`config.mk`:
```
export PLATFORM = sky130hd
export DESIGN_NAME = frame_painter
export DESIGN_NICKNAME = d
export VERILOG_FILES = /design/src/rtl/frame_painter.sv
export SDC_FILE = /design/constraint.sdc
export NUM_CORES = 1
export LEC_CHECK = 0
export CAP_MARGIN = 0
export CORE_AREA = 5 5 189 191
export CTS_BUF_LIST = sky130_fd_sc_hd__clkbuf_16
export CTS_CLUSTER_DIAMETER = 200
export DETAILED_ROUTE_END_ITERATION = 6
export DIE_AREA = 0 0 194 196
export PLACE_DENSITY = 0.58
export REMOVE_ABC_BUFFERS = 1
export SETUP_SLACK_MARGIN = 0.4
export SLEW_MARGIN = 0
export SYNTH_ARGS = -nofsm -noshare
export SYNTH_HDL_FRONTEND = slang
export SYNTH_SLANG_ARGS = --single-unit
```
`constraint.sdc`:
```
create_clock -name Clk -period 8.95 [get_ports Clk]
set_input_delay 2.2375 -clock Clk [delete_from_list [all_inputs] [get_ports Clk]]
set_output_delay 2.2375 -clock Clk [all_outputs]
set_load 0.01 [all_outputs]
```
`src/rtl/frame_painter.sv`:
```
// frame_painter: frame-buffer write stage.
//
// On a rising edge of start (seen only while idle) the block fills the whole
// H_RES x V_RES 8-bit buffer with BG_COLOR, then rasterises up to NUM_OBJ
// solid squares taken from obj_words.
//
// Object word layout: [9:0] x, [18:10] y, [23:19] size code s, [31:24] colour.
// The side of the square is 4*(s+1). Colour 0 skips the object.
//
// Objects are drawn in index order, so a higher index overwrites a lower one.
// Pixels falling outside the visible area are clipped (no write), but their
// cycles are still spent.
//
// Handshake: start is a level. A low->high transition is accepted only in
// IDLE. done is held in DONE until start is seen low.
//
// Ports:
//   Clk        system clock
//   Reset      asynchronous, active-high reset
//   start      frame request level
//   obj_words  NUM_OBJ packed 32-bit object descriptors
//   wr_data    buffer write data       (registered)
//   wr_addr    buffer write address    (registered, y*H_RES + x)
//   wr_en      buffer write enable     (registered)
//   busy       frame in progress       (registered)
//   done       frame complete          (registered)
//   dbg_state  current FSM state, for observation only
module frame_painter #(
    parameter int          H_RES    = 640,
    parameter int          V_RES    = 480,
    parameter int          NUM_OBJ  = 10,
    parameter logic [7:0]  BG_COLOR = 8'h1C
) (
    input  logic                    Clk,
    input  logic                    Reset,
    input  logic                    start,
    input  logic [NUM_OBJ*32-1:0]   obj_words,
    output logic [7:0]              wr_data,
    output logic [18:0]             wr_addr,
    output logic                    wr_en,
    output logic                    busy,
    output logic                    done,
    output logic [2:0]              dbg_state
);

    localparam int          IW       = (NUM_OBJ > 1) ? $clog2(NUM_OBJ) : 1;
    localparam logic [18:0] LAST_PIX = 19'(H_RES * V_RES - 1);
    localparam logic [IW-1:0] LAST_OBJ = IW'(NUM_OBJ - 1);

    typedef enum logic [2:0] {
        S_IDLE  = 3'd0,
        S_CLEAR = 3'd1,
        S_LOAD  = 3'd2,
        S_DRAW  = 3'd3,
        S_DONE  = 3'd4
    } state_t;

    // Registered state
    state_t        r_state;
    logic          r_start_q;
    logic          r_armed;      // start has been seen low since reset
    logic [18:0]   r_pix;
    logic [IW-1:0] r_idx;
    logic [9:0]    r_x0;
    logic [8:0]    r_y0;
    logic [6:0]    r_last;       // side - 1
    logic [7:0]    r_color;
    logic [6:0]    r_dx;
    logic [6:0]    r_dy;
    logic [19:0]   r_row_base;
    logic [7:0]    r_wr_data;
    logic [18:0]   r_wr_addr;
    logic          r_wr_en;
    logic          r_busy;
    logic          r_done;

    // Next-state values
    state_t        w_state_nxt;
    logic [18:0]   w_pix_nxt;
    logic [IW-1:0] w_idx_nxt;
    logic [9:0]    w_x0_nxt;
    logic [8:0]    w_y0_nxt;
    logic [6:0]    w_last_nxt;
    logic [7:0]    w_color_nxt;
    logic [6:0]    w_dx_nxt;
    logic [6:0]    w_dy_nxt;
    logic [19:0]   w_row_base_nxt;

    // Next output values
    logic [7:0]    w_wr_data_nxt;
    logic [18:0]   w_wr_addr_nxt;
    logic          w_wr_en_nxt;
    logic          w_busy_nxt;
    logic          w_done_nxt;

    logic [31:0]   w_words [NUM_OBJ];
    logic [31:0]   w_word;
    logic          w_edge;
    logic [10:0]   w_px;
    logic [10:0]   w_py;

    always_comb begin
        for (int i = 0; i < NUM_OBJ; i++) begin
            w_words[i] = obj_words[32*i +: 32];
        end
    end

    assign w_word = w_words[r_idx];

    // An edge needs start to have been seen low first, so a start already
    // high when Reset releases does not launch a frame.
    assign w_edge = start & ~r_start_q & r_armed;

    // ------------------------------------------------------------------
    // State register. The outputs are registered from the values of the
    // state being entered, so what the ports show always matches r_state.
    // ------------------------------------------------------------------
    always_ff @(posedge Clk or posedge Reset) begin
        if (Reset) begin
            r_state    <= S_IDLE;
            r_start_q  <= 1'b0;
            r_armed    <= 1'b0;
            r_pix      <= '0;
            r_idx      <= '0;
            r_x0       <= '0;
            r_y0       <= '0;
            r_last     <= '0;
            r_color    <= '0;
            r_dx       <= '0;
            r_dy       <= '0;
            r_row_base <= '0;
            r_wr_data  <= '0;
            r_wr_addr  <= '0;
            r_wr_en    <= 1'b0;
            r_busy     <= 1'b0;
            r_done     <= 1'b0;
        end else begin
            r_state    <= w_state_nxt;
            r_start_q  <= start;
            r_armed    <= r_armed | ~start;
            r_pix      <= w_pix_nxt;
            r_idx      <= w_idx_nxt;
            r_x0       <= w_x0_nxt;
            r_y0       <= w_y0_nxt;
            r_last     <= w_last_nxt;
            r_color    <= w_color_nxt;
            r_dx       <= w_dx_nxt;
            r_dy       <= w_dy_nxt;
            r_row_base <= w_row_base_nxt;
            r_wr_data  <= w_wr_data_nxt;
            r_wr_addr  <= w_wr_addr_nxt;
            r_wr_en    <= w_wr_en_nxt;
            r_busy     <= w_busy_nxt;
            r_done     <= w_done_nxt;
        end
    end

    // ------------------------------------------------------------------
    // Next-state logic
    // ------------------------------------------------------------------
    always_comb begin
        w_state_nxt    = r_state;
        w_pix_nxt      = r_pix;
        w_idx_nxt      = r_idx;
        w_x0_nxt       = r_x0;
        w_y0_nxt       = r_y0;
        w_last_nxt     = r_last;
        w_color_nxt    = r_color;
        w_dx_nxt       = r_dx;
        w_dy_nxt       = r_dy;
        w_row_base_nxt = r_row_base;

        case (r_state)
            S_IDLE: begin
                if (w_edge) begin
                    w_state_nxt = S_CLEAR;
                    w_pix_nxt   = '0;
                end
            end

            S_CLEAR: begin
                if (r_pix == LAST_PIX) begin
                    w_state_nxt = S_LOAD;
                    w_pix_nxt   = '0;
                    w_idx_nxt   = '0;
                end else begin
                    w_pix_nxt = r_pix + 19'd1;
                end
            end

            S_LOAD: begin
                // Snapshot the descriptor so later word changes do not
                // disturb an object in flight. side-1 = 4s+3 = {s,2'b11}.
                w_x0_nxt    = w_word[9:0];
                w_y0_nxt    = w_word[18:10];
                w_last_nxt  = {w_word[23:19], 2'b11};
                w_color_nxt = w_word[31:24];
                w_dx_nxt    = '0;
                w_dy_nxt    = '0;
                // Constant-coefficient product, once per object; rows after
                // the first are reached by adding H_RES.
                w_row_base_nxt = 20'(w_word[18:10]) * 20'(H_RES);
                if (w_word[31:24] == 8'h00) begin
                    if (r_idx == LAST_OBJ) begin
                        w_state_nxt = S_DONE;
                    end else begin
                        w_idx_nxt = r_idx + IW'(1);
                    end
                end else begin
                    w_state_nxt = S_DRAW;
                end
            end

            S_DRAW: begin
                if (r_dx == r_last) begin
                    w_dx_nxt = '0;
                    if (r_dy == r_last) begin
                        if (r_idx == LAST_OBJ) begin
                            w_state_nxt = S_DONE;
                        end else begin
                            w_state_nxt = S_LOAD;
                            w_idx_nxt   = r_idx + IW'(1);
                        end
                    end else begin
                        w_dy_nxt       = r_dy + 7'd1;
                        w_row_base_nxt = r_row_base + 20'(H_RES);
                    end
                end else begin
                    w_dx_nxt = r_dx + 7'd1;
                end
            end

            S_DONE: begin
                if (!start) begin
                    w_state_nxt = S_IDLE;
                end
            end

            default: begin
                w_state_nxt = S_IDLE;
            end
        endcase
    end

    // ------------------------------------------------------------------
    // Output logic (evaluated on the state being entered)
    // ------------------------------------------------------------------
    // 11-bit pixel coordinates so x0+dx / y0+dy never wrap before clipping.
    assign w_px = 11'(w_x0_nxt) + 11'(w_dx_nxt);
    assign w_py = 11'(w_y0_nxt) + 11'(w_dy_nxt);

    always_comb begin
        w_wr_data_nxt = '0;
        w_wr_addr_nxt = '0;
        w_wr_en_nxt   = 1'b0;
        w_busy_nxt    = 1'b0;
        w_done_nxt    = 1'b0;

        case (w_state_nxt)
            S_CLEAR: begin
                w_wr_en_nxt   = 1'b1;
                w_wr_data_nxt = BG_COLOR;
                w_wr_addr_nxt = w_pix_nxt;
                w_busy_nxt    = 1'b1;
            end
            S_LOAD: begin
                w_busy_nxt = 1'b1;
            end
            S_DRAW: begin
                w_busy_nxt    = 1'b1;
                w_wr_data_nxt = w_color_nxt;
                w_wr_addr_nxt = 19'(w_row_base_nxt + 20'(w_px));
                w_wr_en_nxt   = (w_px < 11'(H_RES)) && (w_py < 11'(V_RES));
            end
            S_DONE: begin
                w_done_nxt = 1'b1;
            end
            default: begin
            end
        endcase
    end

    assign wr_data   = r_wr_data;
    assign wr_addr   = r_wr_addr;
    assign wr_en     = r_wr_en;
    assign busy      = r_busy;
    assign done      = r_done;
    assign dbg_state = r_state;

endmodule

```
# Word-level counts from Yosys, hierarchy flattened
# Cells that the tools add are included.
[totals]
reg_bits = 126
word_cells = 94
[classes]
n_lt_le_gt_ge = 3
multipliers = 1
reduce_logical = 6
mux = 37
eq_ne = 16
bitwise_logic = 6
add_sub_neg = 8
[ops]
columns = ["operator", "count"]
rows = [
  ["32-bit binary-select mux with 4-bit select", 1],
  ["19-bit case mux with 2 select lines", 2],
  ["32-bit 2-to-1 mux", 2],
  ["20-bit 2-to-1 mux", 2],
  ["20-bit case mux with 2 select lines", 1],
  ["19-bit 2-to-1 mux", 2],
  ["7-bit case mux with 2 select lines", 2],
  ["3-bit 2-to-1 mux", 8],
  ["7-bit 2-to-1 mux", 3],
  ["20-bit by 10-bit adder with 20-bit output, second input constant", 1],
  ["4-bit 2-to-1 mux", 5],
  ["19-bit by 1-bit adder with 19-bit output, second input constant", 1],
  ["19-bit by 11-bit adder with 19-bit output", 1],
  ["19-bit == test, second input constant", 1],
  ["8-bit case mux with 2 select lines", 1],
  ["3-bit case mux with 5 select lines", 1],
  ["7-bit by 1-bit adder with 7-bit output, second input constant", 2],
  ["7-bit == test", 2],
  ["3-bit by 2-bit == test with 1-bit output, second input constant", 4],
  ["9-bit by 3-bit multiplier with 12-bit output, second input constant", 1],
  ["4-bit case mux with 3 select lines", 1],
  ["10-bit by 7-bit adder with 11-bit output", 1],
  ["11-bit by 10-bit less-than comparator with 1-bit output, second input constant", 1],
  ["9-bit by 7-bit adder with 10-bit output", 1],
  ["22 further kinds", 30],
]

# Depth between registers and ports, before layout
# Gate-level depths: netlist (run 1).
[logic_depth]
word_depth = 10
ltp_mapped = 27
mapped_depth_nobuf = 22

# Worst setup path before layout (run 1)
# Ideal clock, no wire load.
[synth_timing]
kind = "input-to-reg"
startpoint = "input port obj_words[225]"
endpoint = "register r_wr_addr[16], in the netlist wr_addr[16]"
path_slack_ns = 2.826
setup_time_ns = 0.138
t_arrival_ns = 5.987
cell_stages = 18
required_time_ns = 8.812
path_buffers = 0
path_cell_list = "mux4_2 > mux2i_1 > o221ai_1 > o21a_1 > ha_1 > a21o_1 > a21oi_1 > o311ai_1 > a21oi_1 > xnor2_1 > ha_1 > or3_1 > a311o_1 > a31o_2 > a31o_2 > nor3b_1 > xnor2_1 > o22ai_1"
[synth_between]
elab_chain_cells = 7
[synth_rtl]
columns = ["element", "line_no", "rtl"]
rows = [
  ["from (decl)", "37", "input logic [NUM_OBJ*32-1:0] obj_words,"],
  ["32-bit binary-select mux with 4-bit select", "108", "assign w_word = w_words[r_idx];"],
  ["32-bit 2-to-1 mux (not written as such) (2 in a row)", "108", ""],
  ["10-bit 2-to-1 mux", "173", "case (r_state)"],
  ["via w_x0_nxt[1]", "81", "logic [9:0] w_x0_nxt;"],
  ["10-bit by 7-bit adder with 11-bit output", "249", "assign w_px = 11'(w_x0_nxt) + 11'(w_dx_nxt);"],
  ["19-bit by 11-bit adder with 19-bit output", "272", "w_wr_addr_nxt = 19'(w_row_base_nxt + 20'(w_px));"],
  ["19-bit case mux with 2 select lines", "259", "case (w_state_nxt)"],
  ["via w_wr_addr_nxt[16]", "91", "logic [18:0] w_wr_addr_nxt;"],
  ["to (signal assigned)", "151", "r_wr_addr <= w_wr_addr_nxt;"],
  ["to (decl)", "72", "logic [18:0] r_wr_addr;"],
]
# The timed path passes the listed nets, and every way through them passes these cells. The select of a mux whose other input is x is not followed.
# A chain may end at the register's enable or synchronous reset.

# Worst setup path after layout (run 1)
[layout_timing]
startpoint = "input port obj_words[33]"
endpoint = "register r_wr_addr[18], in the netlist wr_addr[18]"
# Same word-level chain as after synthesis.

==> results.ini, run 1 <==
[placed_design]
dpl.cell_count = 1765
port_buffers = 355
dp_hpwl_mm = 27.8
gp_congestion = 0.939

[detailed_routing]
vias_per_cell = 5.13
drc_errors = 0
first_pass_iters = 5
wire_per_inst_um = 20.0
met1_length_mm = 16.2
routed_wirelength_mm = 35.9
via_count = 9224
met3_length_mm = 1.85
wl_met2_mm = 17.4
highest_layer = met4
first_iter_violations = 468
final_antenna_net_count = 0

[synth]
async_flop_share_pct = 100
seq_area_frac_synth_pct = 31.0
yosys_warnings = 0
synth_seq_cells = 124
syn-cell-area_um2 = 10000
synth_cells = 1004
syn_avg_cell_area_um2 = 9.96
yosys_most_used_dff = dfrtp_1
synth_edf_count = 0
ys_types = 84

[finish]
fin_cells = 1798
n_fill_cell = 3228
areaGrowthSynthToFinish_pct = 45.1
drive_above_1_share_pct = 10.4
nNetsFinal = 1699

[timing]
fin_crit_ns = 6.59
max_freq_mhz = 152
setup_viol = 0
slew_viol_final = 0
finalHoldViolations = 0
timing.final.crit_share_pct = 73.7
grt_setup_unrepaired = false
worst_pin_slew_ns = 1.17
slew_headroom_pct = 21.0
skew_ns = 0.00804
tns_ns = 0

[clock_tree]
cts_tree = built
clock_tree.root_cell = clkbuf_16
cts_sinks = 124
clk_path_buf_depth = 2
htreeDepth = 4
clk_pin_slew_ns = 0.06
clk_latency_ns = 0.42
postCtsHoldBufs = 0
post_cts_buffers = 0
cts_buffers = 17
cts_resized = 0

[outcome]
status = complete, no violations

[global_routing]
grt_usage_pct = 18.3
grt_overflow = 0
grt_pass1_vias = 9577
antenna_found_initial = 1
grt_max_degree = 72
grt_pass1_wl_mm = 55.8

[pwr]
swShare_pct = 21.9
power.share.combinational_pct = 15.0
cellLeakagePower_nw = 5.55
power_density_nw_per_um2 = 105
net-switching-power_mw = 0.333
p_int_mw = 1.19
pwr-share-seq_pct = 36.9
irDropWorstVdd_mv = 0.125
clock_power_share_pct = 48.0

[critical_path]
worstSetupStartpointType = input pin
crit_required_ns = 9.24
slowest_stage = mux4_2
cp_max_fo = 4
path_cells = clkdlybuf4s50_1, mux4_2, mux2i_1, o221ai_1, o21a_1, ha_1, a21o_1, a21oi_1, o311ai_1, a21oi_1, xnor2_1, ha_1, or3_1, a311o_1, a31o_2, a31o_2, nor4b_2, xnor2_1, o21ai_1
slowest_delay_ns = 0.45
worstSetupPathType = input pin to flop
cp.arrival_ns = 6.88
end_kind = flop

[die]
top_level_ports = 356
initial_core_util_pct = 29.4
die_w_um = 194
fp.dieH_um = 196
core-area_um2 = 33900
num_rows = 68
die_area_um2 = 38000

[job]
cap_violations = 0

[worst_hold_path]
hold_path.class = flop to flop

-- worst paths after layout --
| check | startpoint | to | slack, ns | cells after the start |
|---|---|---|---|---|
| min reg2reg | r_armed | r_armed | 0.47 | 1 |
| max in group asynchronous | Reset | r_last[4] | 5.26 | 3 |
| max reg2reg | r_idx[0] | wr_addr[18] | 3.43 | 18 |
| min | r_armed | r_armed | 0.47 | 1 |
| min in group asynchronous | Reset | busy | 2.38 | 2 |
| max | obj_words[33] | wr_addr[18] | 2.36 | 19 |
-- synthesized netlist by cell type, drive strengths merged, types with 19 or more instances --
cell type	instances	area (um2)
a21oi	25	125
and2	19	121
buf	31	238
clkbuf	32	124
dfrtp	124	3100
ha	44	551
inv	25	93.8
mux2i	63	634
mux4	57	1300
nand2	95	357
nand3	25	125
nor2	68	258
nor3	21	115
o21ai	74	378
o22ai	28	175
xnor2	27	244
xor2	30	263
-- cell type report --
| class | count | area [um2] | share of cell area [%] |
|---|---|---|---|
| Timing Repair Buffer | 369 | 3660 | 25.2 |
| Multi-Input combinational cell | 792 | 6440 | 44.4 |
| Antenna cell | 1 | 2.50 | 0.0173 |
| Sequential cell | 124 | 3110 | 21.4 |
| Tap cell | 455 | 569 | 3.93 |
| Clock buffer | 17 | 425 | 2.93 |
| Inverter | 25 | 96.3 | 0.664 |
| Clock inverter | 15 | 196 | 1.35 |
-- logic make-up (layout without fill, tap and decap cells) --
logic type	after synthesis	in the layout	share of synthesized area (%)
muxes	132	132	20.8
AOI/OAI and AO/OA	245	245	17.0
adders and majority gates	47	47	6.11
other	0	1	0
xor gates and xnor gates	57	57	5.07
DFF	124	124	31.0
and+or+nand+nor	311	311	15.5
buffers and inverters	88	426	4.56
-- cell usage in the layout, fill, tap and decap left out, types with 26 or more instances in the layout --
master,netlist,routed
nand2_1,95,95
mux4_2,53,53
mux2i_1,62,62
xor2_1,30,30
dfrtp_1,124,121
nor2_1,67,67
xnor2_1,26,26
clkdlybuf4s50_1,0,355
ha_1,44,44
o21ai_0,69,69
o22ai_1,28,28
-- state kept, by name, indices dropped and copies added (netlist names) --
| name | count |
|---|---|
| r_last | 6 |
| r_y0 | 9 |
| r_dx | 7 |
| r_start_q | 1 |
| busy | 1 |
| wr_en | 1 |
| wr_data | 8 |
| wr_addr | 19 |
| r_idx | 4 |
| r_dy | 7 |
| done | 1 |
| r_row_base | 19 |
| r_armed | 1 |
| r_color | 8 |
| dbg_state | 3 |
| r_pix | 19 |
| r_x0 | 10 |
-- layer usage --
layer | up-vias | track usage, %
met4 | 0 | 4.04
met3 | 35 | 3.81
met5 | - | 0
met1 | 4462 | 24.4
li1 | 4449 | -
met2 | 278 | 30.8
-- through the flow --
step | util (%) | area (um2) | setup WS (ns) | total power [mW] | hold WS [ns]
2_1_floorplan | - | 9630 | 1.13 | 0.642 | 0.435
3_3_place_gp | 40.9 | 13900 | 1.99 | 0.798 | 0.451
3_5_place_dp | 40.9 | 13900 | 1.91 | 0.803 | 0.455
4_1_cts | 42.7 | 14500 | 2.35 | 1.54 | 0.473
5_1_grt | 42.7 | 14500 | 2.10 | 1.58 | 0.481
6_report | 42.7 | 14500 | 2.36 | 1.52 | 0.475
-- critical path: cells and delay by family --
family / cells / cell delay (ns)
adder cells (fa/ha/maj): 2 / 0.58
AND/OR/NAND/NOR: 2 / 0.55
AO/OA/AOI/OAI: 10 / 2.20
buffers and inverters: 1 / 0.43
XOR/XNOR: 2 / 0.25
multiplexers: 2 / 0.63
-- power groups by stage --
| stage | sequential, mW | clock (mW) | combinational [mW] |
|---|---|---|---|
| 2_1_floorplan | 0.573 | 0 | 0.0691 |
| 3_3_place_gp | 0.573 | 0 | 0.226 |
| 3_5_place_dp | 0.573 | 0 | 0.230 |
| 4_1_cts | 0.563 | 0.748 | 0.231 |
| 5_1_grt | 0.563 | 0.769 | 0.247 |
| 6_report | 0.563 | 0.732 | 0.229 |
(Power assumes the default switching activity.)
==> run 2: changes to the inputs <==
==> constraint.sdc (replaced) <==
create_clock -name Clk -period 6.5 [get_ports Clk]
set_input_delay 1.625 -clock Clk [delete_from_list [all_inputs] [get_ports Clk]]
set_output_delay 1.625 -clock Clk [all_outputs]
set_load 0.01 [all_outputs]
==> results.ini, run 2 (same netlist as run 1, synthesis figures left out) <==
[outcome]
status = complete, no violations

[finish]
drive_above_1_share_pct = 10.9  ; +0.48 points
most-common-layout-cells = clkdlybuf4s50_1 (355), dfrtp_1 (121), nand2_1 (95)
utilization_pct = 43.0  ; +0.28 points
diodes = 0  ; -1
nNetsFinal = 1704  ; +0.29%
areaGrowthSynthToFinish_pct = 46.0
layout_commonest_cell = clkdlybuf4s50_1
fin_cells = 1802  ; +0.22%
n_fill_cell = 3210  ; -0.56%

[critical_path]
worstSetupStartpointType = input pin
rr_worst_depth = 19  ; +1
cp_max_fo = 4  ; unchanged
worstSetupPathType = input pin to flop
timing.rr.start = r_dx[0]
r2r_slack_ns = 1.13  ; -2.30 ns
end_kind = flop
rr_endpoint = wr_addr[16]
setup.worst_path.start = obj_words[225]
crit_required_ns = 6.83  ; -2.41 ns
cp.arrival_ns = 6.11  ; -0.77 ns

[timing]
finalHoldViolations = 0  ; unchanged
skew_ns = 0.00703  ; -0.00101 ns
timing.final.crit_share_pct = 88.9
max_freq_mhz = 173
slew_viol_final = 0  ; unchanged
grt_setup_unrepaired = false
fin_hold_ws_ns = 0.472  ; -0.00286 ns
fin_crit_ns = 5.78
tns_ns = 0  ; unchanged
setup_viol = 0  ; unchanged
slew_headroom_pct = 31.5  ; +10 points
worst_pin_slew_ns = 1.02  ; -0.150 ns

[detailed_routing]
vias_per_cell = 5.14  ; +0.17%
drc_errors = 0  ; unchanged
first_iter_violations = 480  ; +2.6%
wire_per_inst_um = 19.8  ; -0.97%
first_pass_iters = 5  ; unchanged
routed_wirelength_mm = 35.6  ; -0.75%
via_count = 9260  ; +0.39%
final_antenna_net_count = 0  ; unchanged

[pwr]
net-switching-power_mw = 0.460  ; +38%
cellLeakagePower_nw = 5.61  ; +1.0%
irDropWorstVdd_mv = 0.167  ; +34%
power_density_nw_per_um2 = 149  ; +42%
swShare_pct = 21.1  ; -0.75 points
clock_power_share_pct = 50.0  ; +2.0 points
p_int_mw = 1.72  ; +44%
pwr-share-seq_pct = 35.6  ; -1.3 points
power.share.combinational_pct = 14.4  ; -0.6 points

[placed_design]
gp_congestion = 0.928  ; -1.1%
port_buffers = 355  ; unchanged
dpl.cell_count = 1770  ; +0.28%
dp_hpwl_mm = 27.7  ; -0.42%

[clock_tree]
cts_resized = 0  ; unchanged
clock_tree.root_cell = clkbuf_16
cts_sinks = 124  ; unchanged
cts_tree = built
cts_buffers = 17  ; unchanged
clk_path_buf_depth = 2  ; unchanged
clk_latency_ns = 0.43  ; about the same
postCtsHoldBufs = 0  ; unchanged
clk_pin_slew_ns = 0.06  ; about the same
htreeDepth = 4  ; unchanged
post_cts_buffers = 0  ; unchanged

[global_routing]
grt_util_met3_pct = 3.71  ; -0.10 points
grt_busiest_layer = met2
grt_usage_pct = 18.2  ; -0.11 points
antenna_found_initial = 0  ; -1
grt_pass1_wl_mm = 55.5  ; -0.44%
grt_pass1_vias = 9508  ; -0.72%
gr-usage-met2_pct = 30.3  ; -0.49 points
grt_overflow = 0  ; unchanged
grt.met1_usage_pct = 24.6  ; +0.18 points
grt_max_degree = 57  ; -21%

[die]
fp.dieH_um = 196  ; unchanged
num_rows = 68  ; unchanged
core-area_um2 = 33900  ; unchanged
initial_core_util_pct = 29.4  ; unchanged
top_level_ports = 356  ; unchanged
die_area_um2 = 38000  ; unchanged
die_w_um = 194  ; unchanged

[worst_hold_path]
hold_path.class = flop to flop
worstHoldStart = r_armed
hold_depth = 1  ; unchanged
whs_endpoint = r_armed

[job]
cap_violations = 0  ; unchanged

-- run 2: changes by cell type in the layout (fill, tap and decap cells not counted), sizes merged --
cell | before | now
diode | 1 | 0
bufinv | 4 | 6
buf | 14 | 19
clkinv | 5 | 4
clkinvlp | 4 | 3
-- run 2: worst max-delay path, stage by stage --
cell             delay (ns)
clkdlybuf4s50_1        0.40
mux4_2                 0.46
mux2i_1                0.19
o221ai_1               0.14
o21a_1                 0.18
ha_1                   0.30
a21o_1                 0.17
a21oi_1                0.20
o311ai_1               0.17
a21oi_1                0.27
xnor2_1                0.11
ha_1                   0.27
or3_1                  0.37
a311o_1                0.28
a31o_2                 0.25
a31o_2                 0.27
nor3b_1                0.15
xnor2_1                0.13
o22ai_1                0.16
-- run 2: worst max-delay path by stage --
stage,endpoint,slack (ns)
after floorplan,wr_addr[16],-1.32
after global placement,wr_addr[16],0.32
after detailed placement,wr_addr[14],0.32
after CTS,wr_addr[16],0.74
after global routing,wr_addr[18],0.46
final,wr_addr[16],0.72
-- run 2: layer usage --
| metal | up-vias | wire length (um) |
|---|---|---|
| met5 | - | 0 |
| met2 | 296 | 17100 |
| met4 | 0 | 512 |
| met1 | 4472 | 16100 |
| met3 | 31 | 1890 |
| li1 | 4461 | - |
-- run 2: area by class of cell --
cell class                      instances  area, um2  area share (%)
Timing Repair Buffer                  374       3710            25.4
Clock inverter                         15        243            1.66
Sequential cell                       124       3110            21.3
Inverter                               25       96.3           0.660
Tap cell                              455        569            3.90
Multi-Input combinational cell        792       6440            44.1
Clock buffer                           17        425            2.91
-- run 2: power groups by stage --
stage | combinational (mW) | sequential (mW) | clock, mW
2_1_floorplan | 0.0951 | 0.789 | 0
3_3_place_gp | 0.312 | 0.789 | 0
3_5_place_dp | 0.316 | 0.789 | 0
4_1_cts | 0.318 | 0.775 | 1.11
5_1_grt | 0.339 | 0.774 | 1.15
6_report | 0.313 | 0.775 | 1.09
-- run 2: per-stage QoR --
stage               power, mW  setup slack, ns  cell area (um2)
detailed placement       1.10            0.322            13900
global placement         1.10            0.321            13900
CTS                      2.20            0.739            14600
finish                   2.18            0.722            14600
global route             2.26            0.460            14600
floorplan               0.884            -1.32             9630
